File: src/rtl/bf_ram_dp_clr.sv
// bf_ram_dp_clr: simple-dual-port data RAM for the brainfuck core (one write port, one read port).
// Read data is registered and carries a valid flag. A same-address write/read in the same cycle
// returns either the new data (WR_BYPASS=1) or the old contents (WR_BYPASS=0). A clear sequencer
// zeroes the array one word per cycle after reset or on clear_rq_i, so the array maps onto block RAM.
//
// Ports
//   clk          clock, rising edge
//   reset        synchronous, active-low reset; restarts the clear sequence at address 0
//   clear_rq_i   pulse: zero the whole array (ignored while a clear is already running)
//   busy_o       clear in progress; port accesses are ignored
//   wr_en_i      write strobe
//   wr_addr_i    write address; addresses >= DEPTH are dropped
//   wr_data_i    write data
//   rd_en_i      read strobe
//   rd_addr_i    read address; addresses >= DEPTH read as zero
//   rd_data_o    registered read data; holds its value when no read is accepted
//   rd_valid_o   rd_data_o was updated by a read accepted on the previous edge
module bf_ram_dp_clr #(
   parameter int unsigned DATA_W    = 8,
   parameter int unsigned DEPTH     = 512,
   parameter int unsigned ADDR_W    = 9,
   parameter bit          WR_BYPASS = 1'b1
) (
   input  logic              clk,
   input  logic              reset,
   input  logic              clear_rq_i,
   output logic              busy_o,
   input  logic              wr_en_i,
   input  logic [ADDR_W-1:0] wr_addr_i,
   input  logic [DATA_W-1:0] wr_data_i,
   input  logic              rd_en_i,
   input  logic [ADDR_W-1:0] rd_addr_i,
   output logic [DATA_W-1:0] rd_data_o,
   output logic              rd_valid_o
);

   localparam logic [ADDR_W-1:0] LastAddr = ADDR_W'(DEPTH - 1);
   // One extra bit so DEPTH == 2**ADDR_W is representable.
   localparam logic [ADDR_W:0]   DepthExt = (ADDR_W + 1)'(DEPTH);

   typedef enum logic [0:0] {StIdle, StClear} state_e;

   state_e              state_q, state_d;
   logic [ADDR_W-1:0]   clr_ptr_q, clr_ptr_d;
   logic [DATA_W-1:0]   rd_data_q, rd_data_d;
   logic                rd_valid_q, rd_valid_d;
   logic [DATA_W-1:0]   mem_q [DEPTH];

   logic                mem_we;
   logic [ADDR_W-1:0]   mem_waddr;
   logic [DATA_W-1:0]   mem_wdata;
   logic                wr_in_range;
   logic                rd_in_range;

   assign wr_in_range = ({1'b0, wr_addr_i} < DepthExt);
   assign rd_in_range = ({1'b0, rd_addr_i} < DepthExt);

   always_comb begin
      state_d    = state_q;
      clr_ptr_d  = clr_ptr_q;
      rd_data_d  = rd_data_q;
      rd_valid_d = 1'b0;
      mem_we     = 1'b0;
      mem_waddr  = clr_ptr_q;
      mem_wdata  = '0;

      unique case (state_q)
         StClear: begin
            // clear_rq_i is deliberately not looked at here: no restart, no extension.
            mem_we = 1'b1;
            if (clr_ptr_q == LastAddr) begin
               state_d = StIdle;
            end else begin
               clr_ptr_d = clr_ptr_q + 1'b1;
            end
         end
         StIdle: begin
            if (clear_rq_i) begin
               // Clear wins over any access presented on the same edge.
               state_d   = StClear;
               clr_ptr_d = '0;
            end else begin
               if (wr_en_i && wr_in_range) begin
                  mem_we    = 1'b1;
                  mem_waddr = wr_addr_i;
                  mem_wdata = wr_data_i;
               end
               if (rd_en_i) begin
                  rd_valid_d = 1'b1;
                  if (!rd_in_range) begin
                     rd_data_d = '0;
                  end else if (WR_BYPASS && wr_en_i && (wr_addr_i == rd_addr_i)) begin
                     rd_data_d = wr_data_i;
                  end else begin
                     rd_data_d = mem_q[rd_addr_i];
                  end
               end
            end
         end
      endcase

      // The reset edge itself leaves the array untouched.
      if (!reset) begin
         mem_we = 1'b0;
      end
   end

   always_ff @(posedge clk) begin
      if (!reset) begin
         state_q    <= StClear;
         clr_ptr_q  <= '0;
         rd_data_q  <= '0;
         rd_valid_q <= 1'b0;
      end else begin
         state_q    <= state_d;
         clr_ptr_q  <= clr_ptr_d;
         rd_data_q  <= rd_data_d;
         rd_valid_q <= rd_valid_d;
      end
   end

   // Array storage kept free of reset so it infers block RAM.
   always_ff @(posedge clk) begin
      if (mem_we) begin
         mem_q[mem_waddr] <= mem_wdata;
      end
   end

   assign busy_o     = (state_q == StClear);
   assign rd_data_o  = rd_data_q;
   assign rd_valid_o = rd_valid_q;

endmodule

File: config.mk
export PLATFORM = sky130hd
export DESIGN_NAME = bf_ram_dp_clr
export DESIGN_NICKNAME = d
export VERILOG_FILES = /design/src/rtl/bf_ram_dp_clr.sv
export SDC_FILE = /design/constraint.sdc
export NUM_CORES = 2
export LEC_CHECK = 0
export CAP_MARGIN = 5
export CELL_PAD_IN_SITES_DETAIL_PLACEMENT = 0
export CELL_PAD_IN_SITES_GLOBAL_PLACEMENT = 1
export CORE_ASPECT_RATIO = 0.6
export CORE_MARGIN = 3
export CORE_UTILIZATION = 40
export DETAILED_ROUTE_END_ITERATION = 6
export PLACE_DENSITY = 0.6
export SYNTH_ARGS = -nofsm -noshare
export SYNTH_HDL_FRONTEND = slang
export SYNTH_SLANG_ARGS = --single-unit
File: constraint.sdc
create_clock -name clk -period 13.8 [get_ports clk]
set_clock_uncertainty 0.2 [all_clocks]
set_input_delay 2.76 -clock clk [delete_from_list [all_inputs] [get_ports clk]]
set_output_delay 2.76 -clock clk [all_outputs]
set_load 0.01 [all_outputs]
=== Word level (Yosys, flattened, before mapping) ===
Memories as Yosys holds them, arrays and structs flattened. A register that Yosys moved wholly into a read port is not among the register bits.
Index checks and enable logic that the tools add are counted.
W data, S select, Z words.

* Bits in registers: 11
* Latch bits: 0
* Memory bits (writable): 4096
* Bits in read-only memories: 0
* Bits of input ports: 31
* Output and inout port bits: 10
* Logic and storage cells: 34
* Memories kept: 1

* Add/sub/neg operators: 1
* Multiply operators: 0
* Div/mod/pow operators: 0
* Order comparisons: 0
* Eq/ne operators: 3
* Shift operators: 0
* Multiplexer cells: 19
* Bitwise operators: 3
* Reductions and logical operators: 4

{| class="wikitable"
|+ Memories
! memory !! depth !! bits a word !! rd ports !! clocked after memory_dff !! write ports !! RTL line !! RTL
|-
| mem_q || 512 || 8 || 1 || 1 || 1 || 47 || <nowiki>logic [DATA_W-1:0] mem_q [DEPTH];</nowiki>
|}

{| class="wikitable"
|+ Operator list
! cell !! count
|-
| $mux W9 || 5
|-
| $mux W8 || 3
|-
| $pmux W9 S2 || 1
|-
| $add A9 B1 Y9 const B || 1
|-
| $eq A9 B9 Y1 const B || 1
|-
| $mux W1 || 8
|-
| $ne A2 B2 Y1 const B || 2
|-
| $pmux W1 S2 || 2
|-
| $not A1 Y1 || 3
|-
| $reduce_and A3 Y1 || 1
|-
| $reduce_or A3 Y1 || 1
|-
| $reduce_and A2 Y1 || 1
|-
| $logic_not A1 Y1 || 1
|}

=== Depth between registers and ports, before layout ===
* Word-level depth: 6
* Gate-level depth with buffers: 15
* Mapped depth without buffers: 9

=== Worst setup path before layout ===
OpenSTA, ideal clock, no wires.

* Path kind: input-to-reg
* Start: input clear_rq_i
* End: memory mem_q[0][7] (data pin)
* Library setup time: 1.542 ns
* Data arrival time: 10.196 ns
* Required time: 12.058 ns
* Setup slack: 1.862 ns
* Stages: 5
* Path buffers: 3
* Cells stage by stage: nor3b_1 buf_2 clkbuf_1 clkbuf_1 and2_1

* Cells in the longest elaborated chain, start to end: 2

{| class="wikitable"
|+ Ends and longest elaborated chain
! what !! RTL line !! RTL
|-
| start: declaration || 26 || <nowiki>input logic clear_rq_i,</nowiki>
|-
| $mux W8 || 78 || <nowiki>if (clear_rq_i) begin</nowiki>
|-
| $mux W8 || 67 || <nowiki>unique case (state_q)</nowiki>
|-
| named net mem_wdata[7] || 51 || <nowiki>logic [DATA_W-1:0] mem_wdata;</nowiki>
|-
| end: declaration || 47 ||
|}

The timed path passes the listed nets, and every way through them passes these cells.

==> flow_summary.yaml <==
status:
  status: "finished clean"
place:
  post-place-ws_ps: 5426
  io_buffers: 40
  dpl.hpwl_um: 311300
  place_area_mm2: 0.1676
  gp_congestion: 0.8485
  dp.cells: 12760
finish:
  drive_gt1_share_pct: 22.24
  fin_area_mm2: 0.1796
  fin_nets: 7793
  area_growth_pct: 11.17
  stdcell_count: 13440
  fin_util_pct: 44.72
timing:
  fin_ws_ps: 6139
  relSlewSlack_pct: 3.629
  hold_viol: 0
  fin_crit_sh_pct: 55.52
  timing.fmax_mhz: 130.5
  final.setup.tns_ps: 0
  rsz0062_at_grt: "false"
  setup_violations: 0
  worst-slew-pin-transition_ps: 1430
  final.min_clock_period_ps: 7661
  slew_viol_final: 0
drt:
  routedWlPerCell_um: 37.38
  firstDrtPassIters: 6
  wl_met1_um: 224700
  drc_errors: 0
  ant_nets: 0
  wirelength_um: 502400
  top_layer: "met5"
  route.met3.wl_um: 60550
  dr.first_iter.drc_count: 12720
  viasPerCell: 6.179
  routed-wl-met2_um: 204900
  vias: 83050
yosys:
  yosysUniqueCellTypes: 79
  ys_seq_area_share_pct: 76.38
  netlist_top_cells_count: "4096 x edfxtp_1, 948 x mux4_2, 573 x nor2_1"
  synth-main-ff-cell: "edfxtp_1"
  synthCells: 7607
  synth_area_leaders: "edfxtp_1 76%, mux4_2 13%, mux2i_1 2.1%"
  synth.most_common_cell: "edfxtp_1"
  ys_ff_latch: 4115
  synth_top_cell_area_share_pct: 76.14
  ys_warn_count: 0
  synth.avg_cell_area_um2: 21.24
  synth_edf_count: 4096
  mappedNetlistArea_mm2: 0.1615
  syn_nets: 7640
  yosys.area.top_type: "edfxtp_1"
  async_flop_share_pct: 0
critical_path:
  r2r-end: "mem_q[64][7]"
  reg2regPathDepth: 8
  cp-start-kind: "input port"
  r2r_start: "busy_o"
  crit_path_end_kind: "flip-flop"
  reg2reg_setup_slack_ps: 8900
  worstPathMaxFanout: 70
  crit_required_ps: 14460
  arrival_ps: 8320
  startpoint: "rd_addr_i[1]"
  crit_type: "input port to flip-flop"
  crit_path_end: "rd_data_o[7]"
global_routing:
  first_global_vias: 79520
  grt_usage_pct: 24.08
  grt_pass1_wl_um: 688300
  grt_max_degree: 221
  antenna_found_initial: 40
  overflow: 0
clocking:
  cts_root_buffer: "clkbuf_16"
  numCtsBuffers: 368
  cts_tree: "built"
  clk_latency_ps: 970
  h-tree-depth: 5
  cts_resized: 0
  clkSinkCount: 4115
  clockBufferDepth: 4
  hold_buffers: 0
  clk_pin_slew_ps: 70
  post_cts_buffers: 0
power_and_ir_drop:
  power_density_mw_per_mm2: 139.3
  p_leak_nw: 49.12
  vdd_drop_max_mv: 0.1055
die:
  die_area_mm2: 0.4117
  die_y_um: 498.2
  fp-row-count: 180
  ioPinCount: 41
  initial_utilization_pct: 40.23
  die_x_um: 826.4
  core-area_mm2: 0.4016
worst_hold_path:
  hp-class: "flip-flop to flip-flop"
run:
  cap_violations: 0
power by group:
part           switching [mW]  internal [mW]  leakage, nW  total, mW
logic                   0.682          0.330         11.4       1.01
clock network            4.69           5.79         5.78       10.5
registers             0.00309           13.5         32.0       13.5
total                    5.37           19.6         49.1       25.0
through the flow:
step           power (mW)  hold WS [ps]
6_report            25.02         377.9
5_1_grt             25.66         412.6
3_3_place_gp        14.80         330.5
3_5_place_dp        14.80         355.4
4_1_cts             25.13         374.3
2_1_floorplan       14.39         300.1
worst max-delay path, stage by stage:
cell and delay [ps]:
buf_8 330, buf_12 400, or2_4 610, buf_4 770, buf_4 450, o22ai_1 110
o31ai_1 240, a21oi_1 180, a211oi_1 1180, nor4_1 400, o221a_1 250, a221o_1 260
registers in the layout, indices dropped and copies added (netlist names):
| register | cells |
|---|---|
| busy_o | 1 |
| mem_q | 4096 |
| rd_valid_o | 1 |
| clr_ptr_q | 9 |
| rd_data_o | 8 |
cells by family (layout without fill, tap and decap cells):
| kind of cell | count (synthesis) | in the layout | synth area share (%) |
|---|---|---|---|
| multiplexers | 1348 | 1348 | 16.13 |
| other | 0 | 22 | 0 |
| buffers and inverters | 479 | 922 | 2.125 |
| AND/OR/NAND/NOR | 1086 | 1086 | 2.852 |
| flip-flops | 4115 | 4115 | 76.38 |
| adder cells (fa/ha/maj) | 2 | 2 | 0.01549 |
| XOR/XNOR | 12 | 12 | 0.06506 |
| AO/OA/AOI/OAI | 565 | 565 | 2.434 |
worst min-delay path by stage:
stage	to	slack, ps	cells past startpoint	start
2_1_floorplan	clr_ptr_q[7]	300	2	clr_ptr_q[7]
6_report	clr_ptr_q[8]	380	2	clr_ptr_q[8]
3_3_place_gp	clr_ptr_q[7]	330	2	clr_ptr_q[7]
4_1_cts	clr_ptr_q[8]	370	2	clr_ptr_q[8]
3_5_place_dp	clr_ptr_q[8]	360	2	clr_ptr_q[8]
5_1_grt	clr_ptr_q[8]	410	2	clr_ptr_q[8]
final cells by class:
class	instances	area (um^2)
Timing Repair Buffer	251	2361
Clock buffer	438	9684
Tap cell	5369	6718
Fill cell	33550	222000
Sequential cell	4115	123400
Antenna cell	22	55.05
Clock inverter	222	2212
Inverter	11	63.81
Multi-Input combinational cell	3013	35100
placed cells by master, fill, tap and decap left out, drive strengths merged, types with 17 or more instances in the layout:
master	n
nor3	66
mux4	989
o22ai	91
a221oi	20
nor2b	23
clkinvlp	21
clkdlybuf4s50	33
dfxtp	19
a31oi	23
nand2	260
clkinv	151
mux2	27
clkbuf	438
nor4	17
o221ai	90
bufinv	41
mux2i	332
nand3	43
nor2	573
o21ai	64
a211oi	49
and2	26
nand2b	20
inv	20
a22oi	30
edfxtp	4096
a21oi	104
buf	218
diode	22
metal layers:
| layer | track usage [%] | vias up |
|---|---|---|
| met3 | 7.199 | 665 |
| met1 | 38.42 | 45460 |
| li1 | - | 32110 |
| met2 | 32.21 | 4801 |
| met5 | 0 | - |
| met4 | 5.447 | 12 |
Note: power is estimated with default switching activity, not from simulation.
